[src/rtl/mem_line_refill_if.sv]
`default_nettype none
// ============================================================================
// Module      : mem_line_refill_if
// Description : Line-side and word-side val/rdy bundle for the line refill
//               engine. The master modport is the refill engine; the slave
//               modport is the cache plus test memory environment.
//               Word messages use the packed test-memory layouts:
//                 request  = {type[2:0], opaque, addr, len, data}
//                 response = {type[2:0], opaque, test[1:0], len, data}
// Revision    : 1.0 - initial release
// ============================================================================
interface mem_line_refill_if #(
    parameter int P_OPAQUE_NBITS = 8,
    parameter int P_ADDR_NBITS   = 32,
    parameter int P_DATA_NBITS   = 32,
    parameter int P_LINE_NWORDS  = 4
);
    localparam int c_len_nbits  = $clog2(P_DATA_NBITS / 8);
    localparam int c_line_nbits = P_LINE_NWORDS * P_DATA_NBITS;
    localparam int c_req_nbits  = 3 + P_OPAQUE_NBITS + P_ADDR_NBITS + c_len_nbits + P_DATA_NBITS;
    localparam int c_resp_nbits = 3 + P_OPAQUE_NBITS + 2 + c_len_nbits + P_DATA_NBITS;

    // Line request from the cache
    logic                      linereq_val;
    logic                      linereq_rdy;
    logic                      linereq_type;
    logic [P_OPAQUE_NBITS-1:0] linereq_opaque;
    logic [P_ADDR_NBITS-1:0]   linereq_addr;
    logic [c_line_nbits-1:0]   linereq_data;

    // Line response to the cache
    logic                      lineresp_val;
    logic                      lineresp_rdy;
    logic                      lineresp_type;
    logic [P_OPAQUE_NBITS-1:0] lineresp_opaque;
    logic [c_line_nbits-1:0]   lineresp_data;

    // Word request/response to the test memory
    logic                      memreq_val;
    logic                      memreq_rdy;
    logic [c_req_nbits-1:0]    memreq_msg;
    logic                      memresp_val;
    logic                      memresp_rdy;
    logic [c_resp_nbits-1:0]   memresp_msg;

    modport master (
        input  linereq_val, linereq_type, linereq_opaque, linereq_addr, linereq_data,
        output linereq_rdy,
        output lineresp_val, lineresp_type, lineresp_opaque, lineresp_data,
        input  lineresp_rdy,
        output memreq_val, memreq_msg,
        input  memreq_rdy,
        input  memresp_val, memresp_msg,
        output memresp_rdy
    );

    modport slave (
        output linereq_val, linereq_type, linereq_opaque, linereq_addr, linereq_data,
        input  linereq_rdy,
        input  lineresp_val, lineresp_type, lineresp_opaque, lineresp_data,
        output lineresp_rdy,
        input  memreq_val, memreq_msg,
        output memreq_rdy,
        output memresp_val, memresp_msg,
        input  memresp_rdy
    );
endinterface
`default_nettype wire

[src/rtl/mem_line_refill.sv]
`default_nettype none
// ============================================================================
// Module      : mem_line_refill
// Description : Accepts one cache-line read/write, issues it as back-to-back
//               word requests to the test memory, gathers the word responses
//               into a line buffer and returns a single line response.
// Revision    : 1.0 - initial release
// ============================================================================
module mem_line_refill #(
    parameter int P_OPAQUE_NBITS = 8,
    parameter int P_ADDR_NBITS   = 32,
    parameter int P_DATA_NBITS   = 32,
    parameter int P_LINE_NWORDS  = 4
) (
    input  logic              clk,
    input  logic              reset,
    mem_line_refill_if.master bus
);
    localparam int c_idx_bits      = $clog2(P_LINE_NWORDS);
    localparam int c_cnt_bits      = c_idx_bits + 1;
    localparam int c_byte_bits     = $clog2(P_DATA_NBITS / 8);
    localparam int c_off_bits      = c_idx_bits + c_byte_bits;
    localparam int c_len_nbits     = c_byte_bits;
    localparam int c_line_nbits    = P_LINE_NWORDS * P_DATA_NBITS;
    localparam int c_resp_opq_lsb  = P_DATA_NBITS + c_len_nbits + 2;
    localparam int c_resp_type_lsb = c_resp_opq_lsb + P_OPAQUE_NBITS;

    localparam logic [2:0]              c_type_read  = 3'd0;
    localparam logic [2:0]              c_type_write = 3'd1;
    localparam logic [c_cnt_bits-1:0]   c_nwords     = c_cnt_bits'(P_LINE_NWORDS);
    localparam logic [c_cnt_bits-1:0]   c_last_word  = c_cnt_bits'(P_LINE_NWORDS - 1);
    localparam logic [P_ADDR_NBITS-1:0] c_off_mask   = P_ADDR_NBITS'((64'd1 << c_off_bits) - 64'd1);

    typedef enum logic [1:0] {
        S_IDLE = 2'd0,
        S_BUSY = 2'd1,
        S_RESP = 2'd2
    } state_t;

    state_t                    r_state;
    state_t                    w_state_next;

    logic                      r_type;
    logic [P_OPAQUE_NBITS-1:0] r_opaque;
    logic [P_ADDR_NBITS-1:0]   r_base;
    logic [c_line_nbits-1:0]   r_wdata;
    logic [c_line_nbits-1:0]   r_line;
    logic [c_cnt_bits-1:0]     r_issue_cnt;
    logic [c_cnt_bits-1:0]     r_recv_cnt;

    logic                      w_linereq_fire;
    logic                      w_memreq_fire;
    logic                      w_memresp_fire;
    logic [c_idx_bits-1:0]     w_issue_idx;
    logic [c_idx_bits-1:0]     w_resp_idx;
    logic [P_DATA_NBITS-1:0]   w_resp_data;
    logic [2:0]                w_resp_type;
    logic [2:0]                w_line_type;
    logic [P_OPAQUE_NBITS-1:0] w_req_opaque;
    logic [P_ADDR_NBITS-1:0]   w_req_addr;
    logic [P_DATA_NBITS-1:0]   w_req_data;

    assign w_linereq_fire = bus.linereq_val && bus.linereq_rdy;
    assign w_memreq_fire  = bus.memreq_val  && bus.memreq_rdy;
    assign w_memresp_fire = bus.memresp_val && bus.memresp_rdy;

    // Word slot of the next request; the response carries its slot back in
    // the low opaque bits, so responses may be collected in any order.
    assign w_issue_idx = r_issue_cnt[c_idx_bits-1:0];
    assign w_resp_idx  = bus.memresp_msg[c_resp_opq_lsb +: c_idx_bits];
    assign w_resp_data = bus.memresp_msg[P_DATA_NBITS-1:0];
    assign w_resp_type = bus.memresp_msg[c_resp_type_lsb +: 3];
    assign w_line_type = r_type ? c_type_write : c_type_read;

    // The base is line aligned, so OR-ing in the word offset is an add.
    assign w_req_opaque = P_OPAQUE_NBITS'(w_issue_idx);
    assign w_req_addr   = r_base | (P_ADDR_NBITS'(w_issue_idx) << c_byte_bits);
    assign w_req_data   = r_type ? r_wdata[w_issue_idx * P_DATA_NBITS +: P_DATA_NBITS]
                                 : '0;

    assign bus.memreq_msg      = {w_line_type, w_req_opaque, w_req_addr,
                                  {c_len_nbits{1'b0}}, w_req_data};
    assign bus.lineresp_type   = r_type;
    assign bus.lineresp_opaque = r_opaque;
    assign bus.lineresp_data   = r_line;

    // State register; reset aborts any line in flight without a response.
    always_ff @(posedge clk or negedge reset) begin
        if (!reset) begin
            r_state <= S_IDLE;
        end else begin
            r_state <= w_state_next;
        end
    end

    // Next state and handshake outputs; every val/rdy is held low in reset.
    always_comb begin
        w_state_next     = r_state;
        bus.linereq_rdy  = 1'b0;
        bus.lineresp_val = 1'b0;
        bus.memreq_val   = 1'b0;
        bus.memresp_rdy  = 1'b0;
        case (r_state)
            S_IDLE: begin
                bus.linereq_rdy = reset;
                if (reset && bus.linereq_val) begin
                    w_state_next = S_BUSY;
                end
            end
            S_BUSY: begin
                bus.memreq_val  = reset && (r_issue_cnt < c_nwords);
                bus.memresp_rdy = reset;
                if (reset && bus.memresp_val && (r_recv_cnt == c_last_word)) begin
                    w_state_next = S_RESP;
                end
            end
            S_RESP: begin
                bus.lineresp_val = reset;
                if (reset && bus.lineresp_rdy) begin
                    w_state_next = S_IDLE;
                end
            end
            default: begin
                w_state_next = S_IDLE;
            end
        endcase
    end

    // Line context capture, issue/collect counters and the line buffer.
    always_ff @(posedge clk or negedge reset) begin
        if (!reset) begin
            r_type      <= 1'b0;
            r_opaque    <= '0;
            r_base      <= '0;
            r_wdata     <= '0;
            r_line      <= '0;
            r_issue_cnt <= '0;
            r_recv_cnt  <= '0;
        end else begin
            if (w_linereq_fire) begin
                r_type      <= bus.linereq_type;
                r_opaque    <= bus.linereq_opaque;
                r_base      <= bus.linereq_addr & ~c_off_mask;
                r_wdata     <= bus.linereq_data;
                r_line      <= '0;
                r_issue_cnt <= '0;
                r_recv_cnt  <= '0;
            end
            if (w_memreq_fire) begin
                r_issue_cnt <= r_issue_cnt + 1'b1;
            end
            if (w_memresp_fire) begin
                r_recv_cnt <= r_recv_cnt + 1'b1;
                if (!r_type) begin
                    r_line[w_resp_idx * P_DATA_NBITS +: P_DATA_NBITS] <= w_resp_data;
                end
            end
        end
    end

    // Inputs from the environment must never be unknown outside reset.
    a_linereq_val_known: assert property (@(posedge clk) disable iff (!reset)
        !$isunknown(bus.linereq_val));
    a_lineresp_rdy_known: assert property (@(posedge clk) disable iff (!reset)
        !$isunknown(bus.lineresp_rdy));
    a_memreq_rdy_known: assert property (@(posedge clk) disable iff (!reset)
        !$isunknown(bus.memreq_rdy));
    a_memresp_val_known: assert property (@(posedge clk) disable iff (!reset)
        !$isunknown(bus.memresp_val));
    a_memresp_msg_known: assert property (@(posedge clk) disable iff (!reset)
        bus.memresp_val |-> !$isunknown(bus.memresp_msg));
    // A word response must carry the same operation as the line in flight.
    a_memresp_type: assert property (@(posedge clk) disable iff (!reset)
        w_memresp_fire |-> (w_resp_type == w_line_type));
endmodule
`default_nettype wire

[src/flat_wrapper.sv]
// flat-port wrapper written by rule: the top's interface ports become plain ports
module mem_line_refill_flat 
#(
    parameter int P_OPAQUE_NBITS = 8,
    parameter int P_ADDR_NBITS   = 32,
    parameter int P_DATA_NBITS   = 32,
    parameter int P_LINE_NWORDS  = 4
)
  (clk, reset, bus_linereq_val, bus_linereq_type, bus_linereq_opaque, bus_linereq_addr, bus_linereq_data, bus_linereq_rdy, bus_lineresp_val, bus_lineresp_type, bus_lineresp_opaque, bus_lineresp_data, bus_lineresp_rdy, bus_memreq_val, bus_memreq_msg, bus_memreq_rdy, bus_memresp_val, bus_memresp_msg, bus_memresp_rdy);
  mem_line_refill_if #(.P_OPAQUE_NBITS(P_OPAQUE_NBITS), .P_ADDR_NBITS(P_ADDR_NBITS), .P_DATA_NBITS(P_DATA_NBITS), .P_LINE_NWORDS(P_LINE_NWORDS)) bus_i ();
  input  logic clk;
  input  logic reset;
  input wire logic [$bits(bus_i.linereq_val)-1:0] bus_linereq_val;
  input wire logic [$bits(bus_i.linereq_type)-1:0] bus_linereq_type;
  input wire logic [$bits(bus_i.linereq_opaque)-1:0] bus_linereq_opaque;
  input wire logic [$bits(bus_i.linereq_addr)-1:0] bus_linereq_addr;
  input wire logic [$bits(bus_i.linereq_data)-1:0] bus_linereq_data;
  output wire logic [$bits(bus_i.linereq_rdy)-1:0] bus_linereq_rdy;
  output wire logic [$bits(bus_i.lineresp_val)-1:0] bus_lineresp_val;
  output wire logic [$bits(bus_i.lineresp_type)-1:0] bus_lineresp_type;
  output wire logic [$bits(bus_i.lineresp_opaque)-1:0] bus_lineresp_opaque;
  output wire logic [$bits(bus_i.lineresp_data)-1:0] bus_lineresp_data;
  input wire logic [$bits(bus_i.lineresp_rdy)-1:0] bus_lineresp_rdy;
  output wire logic [$bits(bus_i.memreq_val)-1:0] bus_memreq_val;
  output wire logic [$bits(bus_i.memreq_msg)-1:0] bus_memreq_msg;
  input wire logic [$bits(bus_i.memreq_rdy)-1:0] bus_memreq_rdy;
  input wire logic [$bits(bus_i.memresp_val)-1:0] bus_memresp_val;
  input wire logic [$bits(bus_i.memresp_msg)-1:0] bus_memresp_msg;
  output wire logic [$bits(bus_i.memresp_rdy)-1:0] bus_memresp_rdy;
  assign bus_i.linereq_val = bus_linereq_val;
  assign bus_i.linereq_type = bus_linereq_type;
  assign bus_i.linereq_opaque = bus_linereq_opaque;
  assign bus_i.linereq_addr = bus_linereq_addr;
  assign bus_i.linereq_data = bus_linereq_data;
  assign bus_linereq_rdy = bus_i.linereq_rdy;
  assign bus_lineresp_val = bus_i.lineresp_val;
  assign bus_lineresp_type = bus_i.lineresp_type;
  assign bus_lineresp_opaque = bus_i.lineresp_opaque;
  assign bus_lineresp_data = bus_i.lineresp_data;
  assign bus_i.lineresp_rdy = bus_lineresp_rdy;
  assign bus_memreq_val = bus_i.memreq_val;
  assign bus_memreq_msg = bus_i.memreq_msg;
  assign bus_i.memreq_rdy = bus_memreq_rdy;
  assign bus_i.memresp_val = bus_memresp_val;
  assign bus_i.memresp_msg = bus_memresp_msg;
  assign bus_memresp_rdy = bus_i.memresp_rdy;
  mem_line_refill #(.P_OPAQUE_NBITS(P_OPAQUE_NBITS), .P_ADDR_NBITS(P_ADDR_NBITS), .P_DATA_NBITS(P_DATA_NBITS), .P_LINE_NWORDS(P_LINE_NWORDS)) u_core (.clk(clk), .reset(reset), .bus(bus_i));
endmodule
[config.mk]
export PLATFORM = sky130hd
export DESIGN_NAME = mem_line_refill_flat
export DESIGN_NICKNAME = d
export VERILOG_FILES = /design/src/rtl/mem_line_refill_if.sv /design/src/rtl/mem_line_refill.sv /design/src/flat_wrapper.sv
export SDC_FILE = /design/constraint.sdc
export NUM_CORES = 1
export LEC_CHECK = 0
export BUFFER_PORTS_ARGS = -buffer_cell sky130_fd_sc_hd__buf_2
export CAP_MARGIN = 20
export CORE_ASPECT_RATIO = 1.25
export CORE_MARGIN = 2
export CORE_UTILIZATION = 25
export DETAILED_ROUTE_END_ITERATION = 10
export SLEW_MARGIN = 20
export SYNTH_ARGS = -nofsm -noshare
export SYNTH_HDL_FRONTEND = slang
export SYNTH_SLANG_ARGS = --single-unit
[constraint.sdc]
create_clock -name clk -period 4.5 [get_ports clk]
set_input_delay 0.675 -clock clk [delete_from_list [all_inputs] [get_ports clk]]
set_output_delay 0.675 -clock clk [all_outputs]
set_load 0.03 [all_outputs]
==> metrics.md <==
| Metric | Value |
|---|---|
| Worst Setup End Kind | `output port` |
| Initial cell density of the core | `25.17%` |
| Seq cells post-synth | `301` |
| Finish-stage setup viols | `0` |
| RSZ-0062 raised after global routing | `false` |
| Slowest cell on crit path | `dfrtp_2` |
| Congestion Overflow GR | `0` |
| Synth cell types | `32` |
| Final nets | `2001` |
| Share of layout cells above drive strength 1 | `29.53%` |
| PwrDens | `582.9 mW/mm^2` |
| Post-Syn Area per Cell | `9.792 sq um` |
| Cells taking the most area after synthesis | `dfrtp_1, nand2_1, mux2i_1` |
| Comb pwr share | `31.9%` |
| Worst path bufs/invs | `2` |
| TritonCTS clock tree | `yes` |
| Synth Area in XOR/XNOR | `0%` |
| First-pass GRT wire length | `62550 um` |
| Post-CTS Setup Inserts | `0` |
| Sequential fraction of the synthesis area | `54.87%` |
| Drt pass-1 iters | `7` |
| H-Tree Depth | `2` |
| Clock Path Buffers | `3` |
| Tmin final | `3290 ps` |
| Clock Power Share | `27.9%` |
| Die Y | `266.0 um` |
| Critical path startpoint category | `register` |
| CP peak stage delay | `890 ps` |
| P_sw | `3.713 mW` |
| Routed length per instance | `15.95 um` |
| YS warnings | `0` |
| DRT Wirelength | `40390 um` |
| Largest net degree at the start of global routing | `153` |
| Worst Hold Class | `in -> async` |
| Synth top area share | `54.87%` |
| Cell Area, Synth | `0.01373 sq mm` |
| Sw Ratio | `36.51%` |
| Area delta synth->final | `27.11%` |
| GRT Overall Usage | `14.01%` |
| Drt drc | `0` |
| Clk slew on worst S/H paths | `60 ps` |
| Synth Flop Type | `dfrtp_1` |
| Setup TNS | `0 ps` |
| CTS Hold Bufs | `0` |
| Via count | `10800` |
| Vias in the first global route | `11360` |
| Peak VDD IR | `326.0 uV` |
| Status | `complete, no violations` |
| Maxcap violations | `0` |
| Final Skew | `14.95 ps` |
| Iteration-0 DRC Markers | `687` |
| Worst endpoint required time | `3830 ps` |
| Antenna viol nets, final | `0` |
| Synth area leader | `dfrtp_1` |
| Cell family with most CP delay | `flip-flops` |
| # IOs | `440` |
| Core area | `0.05453 sq mm` |
| Compound-gate portion of the synthesized area | `0.3555%` |
| Total power | `10.17 mW` |
| Vias per std cell | `4.265` |
| Ys async rst share | `100.0%` |
| Num CTS Buffers | `34` |
| Mapped Cells | `1402` |
| Mux contribution to synthesized area | `14.66%` |
| Sink Count | `301` |
| Internal | `6.458 mW` |
| Post-synth EDFFs | `0` |
| Main combinational cell family by area after synthesis | `simple AND/OR/NAND/NOR gates` |
| Min Hold Slack | `113.1 ps` |
| Placement row count | `96` |
| # port buffers | `410` |
| Dpl hpwl | `28040 um` |
| Worst-Skew Late Latency | `530 ps` |
| Maximum fanout along the worst path | `18` |
| Fmax | `303.9 MHz` |
| CP Cell Sequence | `buf_12 -> mux4_2 -> and2_1 -> buf_2` |
| CTS Root Cell | `clkbuf_16` |
| P_leak | `8.927 nW` |
| Initial antenna violation count | `9` |
| Critical path type | `reg -> out` |
| GP Congestion | `0.7870` |
| Critical path arrival | `2620 ps` |
| Fin crit share | `73.12%` |
| Post_cts resized | `0` |
| Hold Vio Cnt, Final | `0` |
| Tightest Pin Transition | `1040 ps` |
| Sequential Power Share | `40.2%` |
| Simple-gate portion of the synthesized area | `23.96%` |
| Worst slew margin | `30.68%` |
| Die Area | `0.05682 sq mm` |
| Final Max Slew Viols | `0` |
| Adder-cell share of the synthesized area | `0.7291%` |
| Die W | `213.6 um` |
[registers in the layout (all words and copies together) (netlist names)]
name and count:
u_core.r_base 28, u_core.r_state 2, u_core.r_recv_cnt 3, u_core.r_issue_cnt 3, u_core.bus.lineresp_type 1, u_core.r_wdata 128
u_core.bus.lineresp_opaque 8, u_core.bus.lineresp_data 128
[metrics by stage]
step,cells,cell area (sq um),worst slack (ps),util [%]
floorplan,1413,13770,2264,-
global placement,2470,16310,1692,29.91
detailed placement,2470,16310,1612,29.91
CTS,2530,17440,1097,31.98
global route,2533,17450,1025,32.00
finish,2533,17450,1210,32.00
[synth_stat cells (2+ instances only)]
| cell | n |
|---|---|
| a32o_1 | 2 |
| and2_1 | 33 |
| and3b_1 | 2 |
| buf_8 | 12 |
| ha_1 | 8 |
| clkbuf_1 | 19 |
| nand3_1 | 4 |
| inv_1 | 4 |
| buf_6 | 5 |
| buf_4 | 23 |
| nand2_1 | 755 |
| o21ai_0 | 3 |
| mux4_2 | 32 |
| dfrtp_1 | 301 |
| mux2i_1 | 129 |
| buf_1 | 3 |
| nor3b_2 | 5 |
| and4bb_2 | 2 |
| buf_2 | 47 |
[worst reg2reg max path: cells and delay by family, from the launching register on]
family	cells	cell delay, ps
buffers and inverters	1	310
flip-flops	1	550
multiplexers	1	310
AND/OR/NAND/NOR	2	1010
[power groups by stage]
stage	registers (mW)	clock network [mW]	logic (mW)
2_1_floorplan	4.34	0	2.02
3_3_place_gp	4.11	0	3.24
3_5_place_dp	4.16	0	3.28
4_1_cts	4.11	2.94	3.30
5_1_grt	4.20	3.03	3.57
6_report	4.09	2.84	3.25
[logic make-up (layout without fill, tap and decap cells)]
| kind of cell | Yosys count | after routing |
|---|---|---|
| flip-flops | 301 | 301 |
| adder cells (fa/ha/maj) | 8 | 8 |
| buffers and inverters | 113 | 495 |
| other | 1 | 15 |
| multiplexers | 161 | 161 |
| AND/OR/NAND/NOR | 811 | 811 |
| AO/OA/AOI/OAI | 7 | 7 |
[metal layers]
layer | track usage (%) | vias to the layer above | routed length, um
li1 | - | 5151 | -
met1 | 16.53 | 5214 | 16550
met2 | 23.96 | 337 | 19770
met3 | 4.066 | 90 | 2709
met4 | 5.236 | 12 | 1275
met5 | 0 | - | 81
[path summary, 6_finish.rpt]
path | start | end | slack [ps] | depth (start not counted)
setup / recovery | u_core.r_issue_cnt[0]$_DFFE_PN0P_ | bus_memreq_msg[23] | 1210 | 4
setup reg to reg | u_core.r_state[0]$_DFFE_PN0P_ | u_core.bus.lineresp_data[38]$_DFF_PN0_ | 2240 | 4
max in group asynchronous | reset | u_core.bus.lineresp_type$_DFFE_PN0P_ | 2700 | 3
hold reg to reg | u_core.r_base[18]$_DFFE_PN0P_ | u_core.r_base[18]$_DFFE_PN0P_ | 470 | 2
hold / removal | reset | u_core.bus.lineresp_data[87]$_DFF_PN0_ | 110 | 1
min in group clk | bus_linereq_data[103] | u_core.r_wdata[103]$_DFFE_PN0P_ | 330 | 3
[area by class of cell]
| cell class | instances | area [sq um] |
|---|---|---|
| flip-flops and latches | 301 | 7536 |
| repair buffers | 431 | 2295 |
| multi-input cells | 999 | 5547 |
| well taps | 735 | 919.6 |
| fillers | 5705 | 37080 |
| inverters | 4 | 15.01 |
| clock inverters | 11 | 141.4 |
| clock buffers | 49 | 988.4 |
| diodes | 3 | 7.507 |
[placed cells by master (no fill, tap or decap), types with 12 or more instances in the layout]
cell type	count
and2_1	33
buf_2	409
buf_4	15
clkbuf_16	35
conb_1	12
dfrtp_1	298
mux2i_1	129
mux4_2	32
nand2_1	755
No activity file was read; power rests on OpenSTA's default activity.
